$ cat config.mk
export PLATFORM = sky130hd
export DESIGN_NAME = max7219_display_tx
export DESIGN_NICKNAME = d
export VERILOG_FILES = /design/src/rtl/max7219_pkg.sv /design/src/rtl/max7219_shift16.sv /design/src/rtl/max7219_display_tx.sv
export SDC_FILE = /design/constraint.sdc
export NUM_CORES = 1
export LEC_CHECK = 0
export CORE_UTILIZATION = 54
export CTS_CLUSTER_DIAMETER = 30
export DETAILED_ROUTE_END_ITERATION = 8
export GPL_TIMING_DRIVEN = 0
export HOLD_SLACK_MARGIN = 0.03
export PLACE_DENSITY = 0.8
export RECOVER_POWER = 25
export SYNTH_ARGS = -nofsm -noshare
export SYNTH_HDL_FRONTEND = slang
export SYNTH_SLANG_ARGS = --single-unit
$ cat constraint.sdc
create_clock -name i_clk -period 3.8 [get_ports i_clk]
set_input_delay 0.76 -clock i_clk [delete_from_list [all_inputs] [get_ports i_clk]]
set_output_delay 0.76 -clock i_clk [all_outputs]
set_load 0.02 [all_outputs]
$ cat src/rtl/max7219_pkg.sv
// Shared constants and types for the MAX7219 serial display transmitter.
// Frames are {4'h0, addr, data}; frames 0-4 configure the chip, 5-12 carry digits.
package max7219_pkg;

    localparam logic [3:0] ADDR_NOOP       = 4'h0;
    localparam logic [3:0] ADDR_DIGIT0     = 4'h1;
    localparam logic [3:0] ADDR_DECODE     = 4'h9;
    localparam logic [3:0] ADDR_INTENSITY  = 4'hA;
    localparam logic [3:0] ADDR_SCAN_LIMIT = 4'hB;
    localparam logic [3:0] ADDR_SHUTDOWN   = 4'hC;
    localparam logic [3:0] ADDR_TEST       = 4'hF;

    localparam int INIT_FRAMES  = 5;
    localparam int DIGIT_FRAMES = 8;

    localparam logic [3:0] LAST_INIT_FRAME   = 4'(INIT_FRAMES - 1);
    localparam logic [3:0] FIRST_DIGIT_FRAME = 4'(INIT_FRAMES);
    localparam logic [3:0] LAST_FRAME        = 4'(INIT_FRAMES + DIGIT_FRAMES - 1);

    typedef enum logic [1:0] {
        SEQ_IDLE,
        SEQ_FRAME,
        SEQ_SHIFT
    } seq_state_e;

    typedef enum logic [2:0] {
        SH_IDLE,
        SH_SCLK_LO,
        SH_SCLK_HI,
        SH_LATCH,
        SH_GAP
    } sh_state_e;

    function automatic logic [15:0] make_frame(input logic [3:0] addr, input logic [7:0] data);
        return {4'h0, addr, data};
    endfunction

endpackage

$ cat src/rtl/max7219_shift16.sv
// Serialises one 16-bit frame MSB first: SCLK_HALF-cycle low/high sclk phases,
// then a SCLK_HALF-cycle load pulse and an equal gap with all lines quiet.
module max7219_shift16
    import max7219_pkg::*;
#(
    parameter int SCLK_HALF = 1
) (
    input  logic        i_clk,
    input  logic        i_reset,
    input  logic        i_start,
    input  logic [15:0] i_word,
    output logic        o_idle,
    output logic        o_dout,
    output logic        o_sclk,
    output logic        o_load
);

    localparam logic [7:0] PHASE_RELOAD = 8'(SCLK_HALF - 1);

    sh_state_e   state_q, state_d;
    logic [7:0]  phase_q, phase_d;
    logic [3:0]  bit_q, bit_d;
    logic [15:0] sr_q, sr_d;
    logic        sclk_q, sclk_d;
    logic        load_q, load_d;
    logic        phase_done;

    always_ff @(posedge i_clk) begin
        if (i_reset) begin
            state_q <= SH_IDLE;
            phase_q <= 8'd0;
            bit_q   <= 4'd0;
            sr_q    <= 16'd0;
            sclk_q  <= 1'b0;
            load_q  <= 1'b0;
        end else begin
            state_q <= state_d;
            phase_q <= phase_d;
            bit_q   <= bit_d;
            sr_q    <= sr_d;
            sclk_q  <= sclk_d;
            load_q  <= load_d;
        end
    end

    assign phase_done = (phase_q == 8'd0);

    always_comb begin
        state_d = state_q;
        phase_d = phase_q;
        bit_d   = bit_q;
        sr_d    = sr_q;
        sclk_d  = sclk_q;
        load_d  = load_q;
        case (state_q)
            SH_IDLE: begin
                if (i_start) begin
                    sr_d    = i_word;
                    sclk_d  = 1'b0;
                    load_d  = 1'b0;
                    bit_d   = 4'd15;
                    phase_d = PHASE_RELOAD;
                    state_d = SH_SCLK_LO;
                end
            end
            SH_SCLK_LO: begin
                if (phase_done) begin
                    sclk_d  = 1'b1;
                    phase_d = PHASE_RELOAD;
                    state_d = SH_SCLK_HI;
                end else begin
                    phase_d = phase_q - 8'd1;
                end
            end
            SH_SCLK_HI: begin
                if (phase_done) begin
                    sclk_d  = 1'b0;
                    phase_d = PHASE_RELOAD;
                    if (bit_q == 4'd0) begin
                        load_d  = 1'b1;
                        state_d = SH_LATCH;
                    end else begin
                        // dout is sr_q[15], so the shift moves the next bit out on the falling sclk
                        bit_d   = bit_q - 4'd1;
                        sr_d    = {sr_q[14:0], 1'b0};
                        state_d = SH_SCLK_LO;
                    end
                end else begin
                    phase_d = phase_q - 8'd1;
                end
            end
            SH_LATCH: begin
                if (phase_done) begin
                    load_d  = 1'b0;
                    phase_d = PHASE_RELOAD;
                    state_d = SH_GAP;
                end else begin
                    phase_d = phase_q - 8'd1;
                end
            end
            SH_GAP: begin
                if (phase_done) begin
                    phase_d = PHASE_RELOAD;
                    state_d = SH_IDLE;
                end else begin
                    phase_d = phase_q - 8'd1;
                end
            end
            default: state_d = SH_IDLE;
        endcase
    end

    // Idle also during the final gap cycle so back-to-back frames add no dead cycle.
    assign o_idle = (state_q == SH_IDLE) || ((state_q == SH_GAP) && phase_done);
    assign o_dout = sr_q[15];
    assign o_sclk = sclk_q;
    assign o_load = load_q;

endmodule

$ cat src/rtl/max7219_display_tx.sv
// MAX7219 transmitter: configuration frames after reset, then eight digit frames
// from a snapshot of i_digits whenever the pending flag is set.
module max7219_display_tx
    import max7219_pkg::*;
#(
    parameter int         SCLK_HALF = 1,
    parameter logic [3:0] INTENSITY = 4'h8
) (
    input  logic        i_clk,
    input  logic        i_reset,
    input  logic [63:0] i_digits,
    input  logic        i_update,
    output logic        o_serial_dout,
    output logic        o_serial_clk,
    output logic        o_serial_load,
    output logic        o_busy,
    output logic        o_done
);

    seq_state_e  state_q, state_d;
    logic        pend_q, pend_d;
    logic [3:0]  frame_q, frame_d;
    logic [63:0] snap_q, snap_d;
    logic        done_q, done_d;
    logic        sh_start;
    logic        sh_idle;
    logic [15:0] frame_word;
    logic [2:0]  digit_idx;

    always_ff @(posedge i_clk) begin
        if (i_reset) begin
            state_q <= SEQ_IDLE;
            pend_q  <= 1'b1;
            frame_q <= 4'd0;
            snap_q  <= 64'd0;
            done_q  <= 1'b0;
        end else begin
            state_q <= state_d;
            pend_q  <= pend_d;
            frame_q <= frame_d;
            snap_q  <= snap_d;
            done_q  <= done_d;
        end
    end

    // Frame index 12 wraps to digit index 7 in three bits.
    assign digit_idx = frame_q[2:0] - FIRST_DIGIT_FRAME[2:0];

    always_comb begin
        case (frame_q)
            4'd0:                frame_word = make_frame(ADDR_SHUTDOWN, 8'h01);
            4'd1:                frame_word = make_frame(ADDR_DECODE, 8'h00);
            4'd2:                frame_word = make_frame(ADDR_SCAN_LIMIT, 8'h07);
            4'd3:                frame_word = make_frame(ADDR_INTENSITY, {4'h0, INTENSITY});
            4'd4:                frame_word = make_frame(ADDR_TEST, 8'h00);
            4'd13, 4'd14, 4'd15: frame_word = make_frame(ADDR_NOOP, 8'h00);
            default:             frame_word = make_frame(ADDR_DIGIT0 + {1'b0, digit_idx},
                                                         snap_q[{digit_idx, 3'b000} +: 8]);
        endcase
    end

    always_comb begin
        state_d  = state_q;
        pend_d   = pend_q | i_update;
        frame_d  = frame_q;
        snap_d   = snap_q;
        done_d   = 1'b0;
        sh_start = 1'b0;
        case (state_q)
            SEQ_IDLE: begin
                if (pend_q) begin
                    state_d = SEQ_FRAME;
                    // Frame 0 here means init; the flag is consumed when the refresh begins.
                    if (frame_q != 4'd0) begin
                        pend_d  = i_update;
                        snap_d  = i_digits;
                        frame_d = FIRST_DIGIT_FRAME;
                    end
                end
            end
            SEQ_FRAME: begin
                sh_start = 1'b1;
                state_d  = SEQ_SHIFT;
            end
            SEQ_SHIFT: begin
                if (sh_idle) begin
                    if ((frame_q == LAST_INIT_FRAME) && pend_q) begin
                        pend_d  = i_update;
                        snap_d  = i_digits;
                        frame_d = FIRST_DIGIT_FRAME;
                        state_d = SEQ_FRAME;
                    end else if ((frame_q == LAST_INIT_FRAME) || (frame_q == LAST_FRAME)) begin
                        frame_d = FIRST_DIGIT_FRAME;
                        done_d  = 1'b1;
                        state_d = SEQ_IDLE;
                    end else begin
                        frame_d = frame_q + 4'd1;
                        state_d = SEQ_FRAME;
                    end
                end
            end
            default: state_d = SEQ_IDLE;
        endcase
    end

    max7219_shift16 #(
        .SCLK_HALF(SCLK_HALF)
    ) u_shift (
        .i_clk  (i_clk),
        .i_reset(i_reset),
        .i_start(sh_start),
        .i_word (frame_word),
        .o_idle (sh_idle),
        .o_dout (o_serial_dout),
        .o_sclk (o_serial_clk),
        .o_load (o_serial_load)
    );

    assign o_busy = (state_q != SEQ_IDLE);
    assign o_done = done_q;

endmodule

==> out/summary.log, run 1 <==
INFO  critical_path  setup.worst_path.end_class=register
INFO  pwr            finalPower=4.58mW
INFO  critical_path  worstPathMaxFanout=10
INFO  sta            drv_slew=0
INFO  logic_synthesis yosys.cell_types.count=52
INFO  logic_synthesis sequential_fraction_of_the_synthesis_area=43.1%
INFO  clock_tree     maximum_clock_insertion_buffer_count=2
INFO  floorplanning  fp.dieH=97µm
INFO  grt            antenna_found_initial=0
INFO  logic_synthesis synthArstFlopShare=0%
INFO  floorplanning  floorplan.initialDensity=55.9%
INFO  finish         finish.instance_area=5930µm²
INFO  placed_design  gp_congestion=0.880
INFO  pwr            combinationalPowerShare=47.8%
INFO  floorplanning  row_count=34
INFO  clock_tree     worst_path_clk_slew=0.10ns
INFO  pwr            power_report.internal_total=2.74mW
INFO  job            maxCapViolations=0
INFO  pwr            share_seq_of_total_power=35.9%
INFO  floorplanning  die_w=97µm
INFO  critical_path  critical_path.reg2reg.startpoint=frame_q[0]
INFO  floorplanning  die_area=9410µm²
INFO  clock_tree     cts.htree.levels=3
INFO  route          via_count=4109
INFO  critical_path  worst_endpoint_required_time=4.05ns
INFO  logic_synthesis yosys_register_bits=105
INFO  clock_tree     cts.sink_count=105
INFO  finish         layout_overhead_on_the_synthesized_area=21.8%
INFO  grt            grt_max_degree=20
INFO  logic_synthesis syn-cell-area=4870µm²
INFO  grt            track_usage=26.3%
INFO  sta            timing.final.hold_violations=0
INFO  finish         diodes=0
INFO  finish         post_route_cells_drive_above_1_share=8.83%
INFO  clock_tree     cts.repair_timing.setup_buffer_count=0
INFO  finish         final_nets=659
INFO  route          drc_errors=0
INFO  sta            rsz0062_at_grt=false
INFO  critical_path  timing.critical_path.from_type=register
INFO  sta            fmax=0.280GHz
INFO  worst_hold_path endpoint_of_the_worst_hold_path=u_shift.sr_q[8]
INFO  pwr            switching_share=40.1%
INFO  finish         fillers=662
INFO  pwr            power_switching=1.84mW
INFO  logic_synthesis synth_largest_type_area_fraction=43.1%
INFO  logic_synthesis synth_cells=504
INFO  grt            first_pass_grt_wire_length=19.6mm
INFO  sta            timing.final.setup_violations=0
INFO  pwr            power.static_leakage=2.26nW
INFO  placed_design  detailed_place_hpwl=8.92mm
INFO  clock_tree     cts_root_buf=clkbuf_8
INFO  clock_tree     clk_latency=0.39ns
INFO  critical_path  timing_worst_setup_path_type=reg -> reg
INFO  grt            first_global_vias=4050
INFO  clock_tree     tritoncts=yes
INFO  sta            max_slew_headroom=43.2%
INFO  critical_path  reg2regPathDepth=11
INFO  pwr            power.density=771nW/µm²
INFO  logic_synthesis synth_top_flop_cell=dfxtp_1
INFO  grt            grt.overflow.total=0
INFO  worst_hold_path whs_path_depth=2
INFO  sta            timing.final.crit_period=3.57ns
INFO  placed_design  place_area=5710µm²
INFO  finish         multi_input_area=2590µm²
INFO  route          postRouteAntennaNets=0
INFO  finish         seq_area=2100µm²
INFO  floorplanning  floorplan.core_area=8720µm²
INFO  critical_path  ff2ff_setup_slack=0.23ns
INFO  route          drt_first_pass_iters=5
INFO  route          detail_route.vias_per_cell=5.90
INFO  worst_hold_path timing.hold.worst.start=u_shift.sr_q[8]
INFO  route          postRouteWirelength=12.2mm
INFO  critical_path  cp.arrival=3.83ns
INFO  worst_hold_path holdCritPathClass=reg -> reg
INFO  floorplanning  pin_count=72
INFO  logic_synthesis synth_edf_count=0
INFO  pwr            irDropWorstVdd=0.333mV
INFO  clock_tree     postCtsHoldBufs=0
INFO  run_status     run_status=finished, final reports clean
INFO  sta            finalClockSkew=0.0128ns
INFO  pwr            clkPwrFrac=16.2%
INFO  placed_design  port-buffer-count=70
INFO  sta            timing.final.crit_share=94.0%
INFO  route          avgRoutedWirePerCell=17.6µm
INFO  logic_synthesis yosysTopAreaCell=dfxtp_1
INFO  logic_synthesis ys_warn_count=0
INFO  sta            worst_slew_pin_slew=0.845ns
INFO  critical_path  reg2reg_to=snap_q[32]
INFO  logic_synthesis area_contributors_post_synth=dfxtp_1, mux2i_1, mux4_2, nor2_1, a21oi_1
INFO  logic_synthesis synthesis.area_per_instance=9.67µm²
INFO  route          detail_route.iter0.violations=214
INFO  logic_synthesis synth_nets=579
INFO  clock_tree     tritoncts.num_buffers=9
per-stage QoR:
step                worst slack, ns  setup TNS (ns)  cells  util (%)  hold slack [ns]
finish                        0.228               0    697      68.0            0.472
detailed placement           -0.336           -1.60    682      65.5            0.450
global placement             -0.202          -0.980    682      65.5            0.447
CTS                           0.169               0    697      67.9            0.463
floorplan                     0.828               0    504         -            0.432
global route                 0.0648               0    697      68.0            0.496
logic make-up after synthesis:
family,after synthesis,share of synthesized area (%)
XOR/XNOR,9,1.62
flip-flops,105,43.1
AND/OR/NAND/NOR,167,16.0
AO/OA/AOI/OAI,79,10.2
multiplexers,92,23.0
buffers and inverters,44,3.98
adder cells (fa/ha/maj),8,2.05
final cells by class:
type / instances / area share [%]
sequential: 105 / 35.4
inverter: 13 / 0.822
tap: 108 / 2.28
clock inverter: 6 / 1.41
multi-input combinational: 355 / 43.7
buffer: 30 / 2.42
clock buffer: 10 / 2.15
timing repair buffer: 70 / 11.8
routing by layer:
layer / GRT usage [%] / part of all wire, % / vias to the layer above
met5: 0 / 0 / -
met4: 9.18 / 2.3 / 0
met3: 5.42 / 5.8 / 31
met2: 45.6 / 50 / 159
met1: 32.2 / 42 / 1963
li1: - / - / 1956
power by group through the flow:
stage	registers [mW]	logic, mW	clock network, mW
4_1_cts	1.63	2.17	0.745
3_3_place_gp	1.64	2.10	0
5_1_grt	1.68	2.38	0.786
6_report	1.64	2.19	0.742
2_1_floorplan	1.60	1.69	0
3_5_place_dp	1.65	2.17	0
repair_timing:
item                                    4_1_cts  5_1_grt
pin swaps                                     0        0
cloned                                        0        0
resized for setup                             1        3
endpoints found under the setup margin        9        2
synth_stat cells, types with 3 or more instances:
master	n
nor4_1	6
o211ai_1	5
o21ai_0	18
xnor2_1	6
o21a_1	3
clkbuf_1	18
mux4_2	16
buf_2	8
a21oi_1	25
a22oi_1	5
nor3_1	17
a211oi_1	4
nand3_1	6
nor2_1	93
buf_4	5
mux2i_1	76
or3_1	5
inv_1	13
nor2b_1	4
nand2_1	18
xor2_1	3
ha_1	8
a221oi_1	3
dfxtp_1	105
sequential cells by signal, summed over array words and instances (netlist names), 2 cells and up:
name / cells
frame_q: 4
snap_q: 64
state_q: 2
u_shift.bit_q: 4
u_shift.phase_q: 8
u_shift.sr_q: 16
u_shift.state_q: 3
worst max-delay path by stage:
| stage | slack (ns) | startpoint | end | depth (start not counted) |
|---|---|---|---|---|
| 2_1_floorplan | 0.83 | frame_q[0] | u_shift.sr_q[2] | 11 |
| 3_3_place_gp | -0.20 | frame_q[0] | u_shift.sr_q[2] | 11 |
| 3_5_place_dp | -0.34 | frame_q[0] | u_shift.sr_q[2] | 11 |
| 4_1_cts | 0.17 | frame_q[0] | u_shift.sr_q[0] | 10 |
| 5_1_grt | 0.06 | frame_q[0] | snap_q[8] | 11 |
| 6_report | 0.23 | frame_q[0] | snap_q[32] | 11 |
cells in the final DEF, fill, tap and decap left out, types with 6 or more instances in the layout:
master and n:
nand3_1 6, clkbuf_8 9, dfxtp_1 105, xnor2_1 6
clkbuf_1 18, mux2i_1 76, ha_1 8, a21oi_1 25
mux4_2 16, nand2_1 18, clkdlybuf4s50_1 65, buf_2 6
nor4_1 6, o21ai_0 19, nor3_1 17, nor2_1 93
inv_1 13
worst max-delay path: stages (launching register included):
cell and delay [ns]:
dfxtp_1 0.51, buf_2 0.39, clkbuf_2 0.39, inv_1 0.20, ha_1 0.27, or3b_2 0.21, o21ai_0 0.10, nor4_1 0.42
buf_2 0.37, buf_4 0.29, mux2i_1 0.22, nor2_1 0.06
Power figures use the tool's default switching activity.
==> run 2: changes to the inputs <==
SKIP_CTS_REPAIR_TIMING = 1   (was default)
SLEW_MARGIN = 10   (was default)
==> run 2 against run 1 <==
First-iteration DRC count increased by 5.6%. Clock skew increased by 0.0026 ns. Setup slack improved by 0.057 ns. Largest cell class unchanged. Flip-flop and latch count unchanged. Die area unchanged. Combinational power about the same. Via count increased by 0.88%. Core utilization increased by 0.057 points. Critical path type unchanged. Sequential power about the same. Final area about the same.
==> out/summary.log, run 2 (synthesis results as in run 1) <==
INFO  pwr            power.static_leakage=2.27nW [+0.19%]
INFO  floorplanning  floorplan.initialDensity=55.9% [unchanged]
INFO  finish         mostFrequentLayoutCells=dfxtp_1, nor2_1, mux2i_1, clkdlybuf4s50_1, a21oi_1
INFO  grt            grt_max_degree=20 [unchanged]
INFO  sta            timing.final.crit_share=92.5% [-1.5 points]
INFO  finish         final_nets=660 [+0.15%]
INFO  route          drt_first_pass_iters=5 [unchanged]
INFO  sta            worst_slew_pin_slew=0.841ns [-0.00432 ns]
INFO  placed_design  port-buffer-count=70 [unchanged]
INFO  sta            finalClockSkew=0.0154ns [+0.00261 ns]
INFO  sta            timing.final.hold_violations=0 [unchanged]
INFO  route          detail_route.iter0.violations=226 [+5.6%]
INFO  finish         fillers=661 [-0.15%]
INFO  clock_tree     cts_root_buf=clkbuf_8
INFO  critical_path  timing.critical_path.from_type=register
INFO  floorplanning  row_count=34 [unchanged]
INFO  clock_tree     maximum_clock_insertion_buffer_count=2 [unchanged]
INFO  placed_design  detailed_place_hpwl=8.92mm [unchanged]
INFO  route          avgRoutedWirePerCell=17.7µm [+0.54%]
INFO  worst_hold_path holdCritPathClass=reg -> reg
INFO  route          drc_errors=0 [unchanged]
INFO  finish         final_common_cell=dfxtp_1
INFO  critical_path  ff2ff_setup_slack=0.29ns [+0.06 ns]
INFO  finish         finish.instance_area=5940µm² [about the same]
INFO  sta            timing.final.crit_period=3.51ns [-0.0569 ns]
INFO  finish         layout_overhead_on_the_synthesized_area=21.9% [about the same]
INFO  critical_path  setup.worst_path.end_class=register
INFO  finish         largest_register_ff_count=64 [unchanged]
INFO  route          postRouteAntennaNets=0 [unchanged]
INFO  grt            first_pass_grt_wire_length=19.7mm [+0.78%]
INFO  grt            grt.overflow.total=0 [unchanged]
INFO  critical_path  worstPathMaxFanout=10 [unchanged]
INFO  sta            timing.final.setup_violations=0 [unchanged]
INFO  sta            fmax=0.285GHz [+1.6%]
INFO  clock_tree     cts.sink_count=105 [unchanged]
INFO  route          via_count=4145 [+0.88%]
INFO  critical_path  timing_worst_setup_path_type=reg -> reg
INFO  placed_design  placed_cells_incl_taps=682 [unchanged]
INFO  clock_tree     tritoncts.num_buffers=9 [unchanged]
INFO  pwr            irDropWorstVdd=0.329mV [-1.2%]
INFO  finish         largest_register=snap_q
INFO  finish         post_route_cells_drive_above_1_share=8.98% [+0.15 points]
INFO  floorplanning  die_w=97µm [unchanged]
INFO  clock_tree     tritoncts=yes
INFO  clock_tree     worst_path_clk_slew=0.10ns [about the same]
INFO  floorplanning  floorplan.core_area=8720µm² [unchanged]
INFO  grt            antenna_found_initial=0 [unchanged]
INFO  placed_design  place_area=5710µm² [unchanged]
INFO  clock_tree     cts.htree.levels=3 [unchanged]
INFO  sta            fin_worst_hold_slack=0.468ns [-0.00429 ns]
INFO  route          detail_route.vias_per_cell=5.94 [+0.73%]
INFO  grt            track_usage=26.5% [+0.26 points]
INFO  finish         layout.cells.non_filler=698 [+0.14%]
INFO  critical_path  worst_endpoint_required_time=4.07ns [+0.02 ns]
INFO  route          postRouteWirelength=12.3mm [+0.69%]
INFO  finish         final_cell_utilization_of_the_core=68.1% [about the same]
INFO  floorplanning  die_area=9410µm² [unchanged]
INFO  run_status     run_status=finished, final reports clean
INFO  sta            drv_slew=0 [unchanged]
INFO  placed_design  gp_congestion=0.880 [unchanged]
INFO  sta            rsz0062_at_grt=false
INFO  job            maxCapViolations=0 [unchanged]
INFO  pwr            power.density=772nW/µm² [+0.13%]
INFO  finish         diodes=0 [unchanged]
INFO  grt            first_global_vias=4058 [+0.20%]
INFO  floorplanning  pin_count=72 [unchanged]
INFO  critical_path  cp.arrival=3.79ns [-0.04 ns]
INFO  clock_tree     clk_latency=0.39ns [about the same]
INFO  floorplanning  fp.dieH=97µm [unchanged]
INFO  sta            max_slew_headroom=43.5% [+0.29 points]
INFO  finish         top_regs=snap_q x64, u_shift.sr_q x16, u_shift.phase_q x8
==> run 2: cell type report <==
type / count / area, µm² / share of cell area [%]
clock inverter: 6 / 83.8 / 1.41
sequential: 105 / 2100 / 35.4
buffer: 31 / 149 / 2.51
inverter: 13 / 48.8 / 0.822
clock buffer: 10 / 128 / 2.15
tap: 108 / 135 / 2.28
multi-input combinational: 355 / 2590 / 43.6
timing repair buffer: 70 / 701 / 11.8
==> run 2: stage by stage <==
step                      setup WS (ns)  setup TNS, ns  power, mW
after floorplan                   0.828              0       3.29
after global placement           -0.202         -0.980       3.74
after detailed placement         -0.336          -1.60       3.82
after CTS                        -0.379          -1.92       4.55
after global routing             0.0641              0       4.86
final                             0.285              0       4.59
==> run 2: critical path: stages, from the launching register on <==
cell and delay, ns:
dfxtp_1 0.51, clkbuf_4 0.34, clkbuf_2 0.36, inv_1 0.20, ha_1 0.32, buf_2 0.34
clkbuf_2 0.39, mux4_2 0.37, mux2i_1 0.18, nor3_1 0.07, a211oi_1 0.21, a21oi_1 0.09
==> run 2: worst paths after layout <==
kind                           to  cells past startpoint             from
setup / recovery  u_shift.sr_q[2]                     11       frame_q[0]
hold / removal    u_shift.sr_q[8]                      2  u_shift.sr_q[8]
setup reg to reg  u_shift.sr_q[2]                     11       frame_q[0]
hold reg to reg   u_shift.sr_q[8]                      2  u_shift.sr_q[8]
==> run 2: metal layers <==
metal	vias up	track usage, %	routed length [µm]
met5	-	0	0
met4	0	10.1	335
met3	27	5.27	786
met2	169	45.6	6090
met1	1994	32.8	5110
li1	1955	-	-
==> run 2: power by group <==
part / leakage, nW / total, mW / switching (mW) / internal (mW)
Combinational: 1.30 / 2.20 / 1.20 / 1.00
Sequential: 0.858 / 1.65 / 0.224 / 1.42
Clock: 0.107 / 0.743 / 0.421 / 0.323
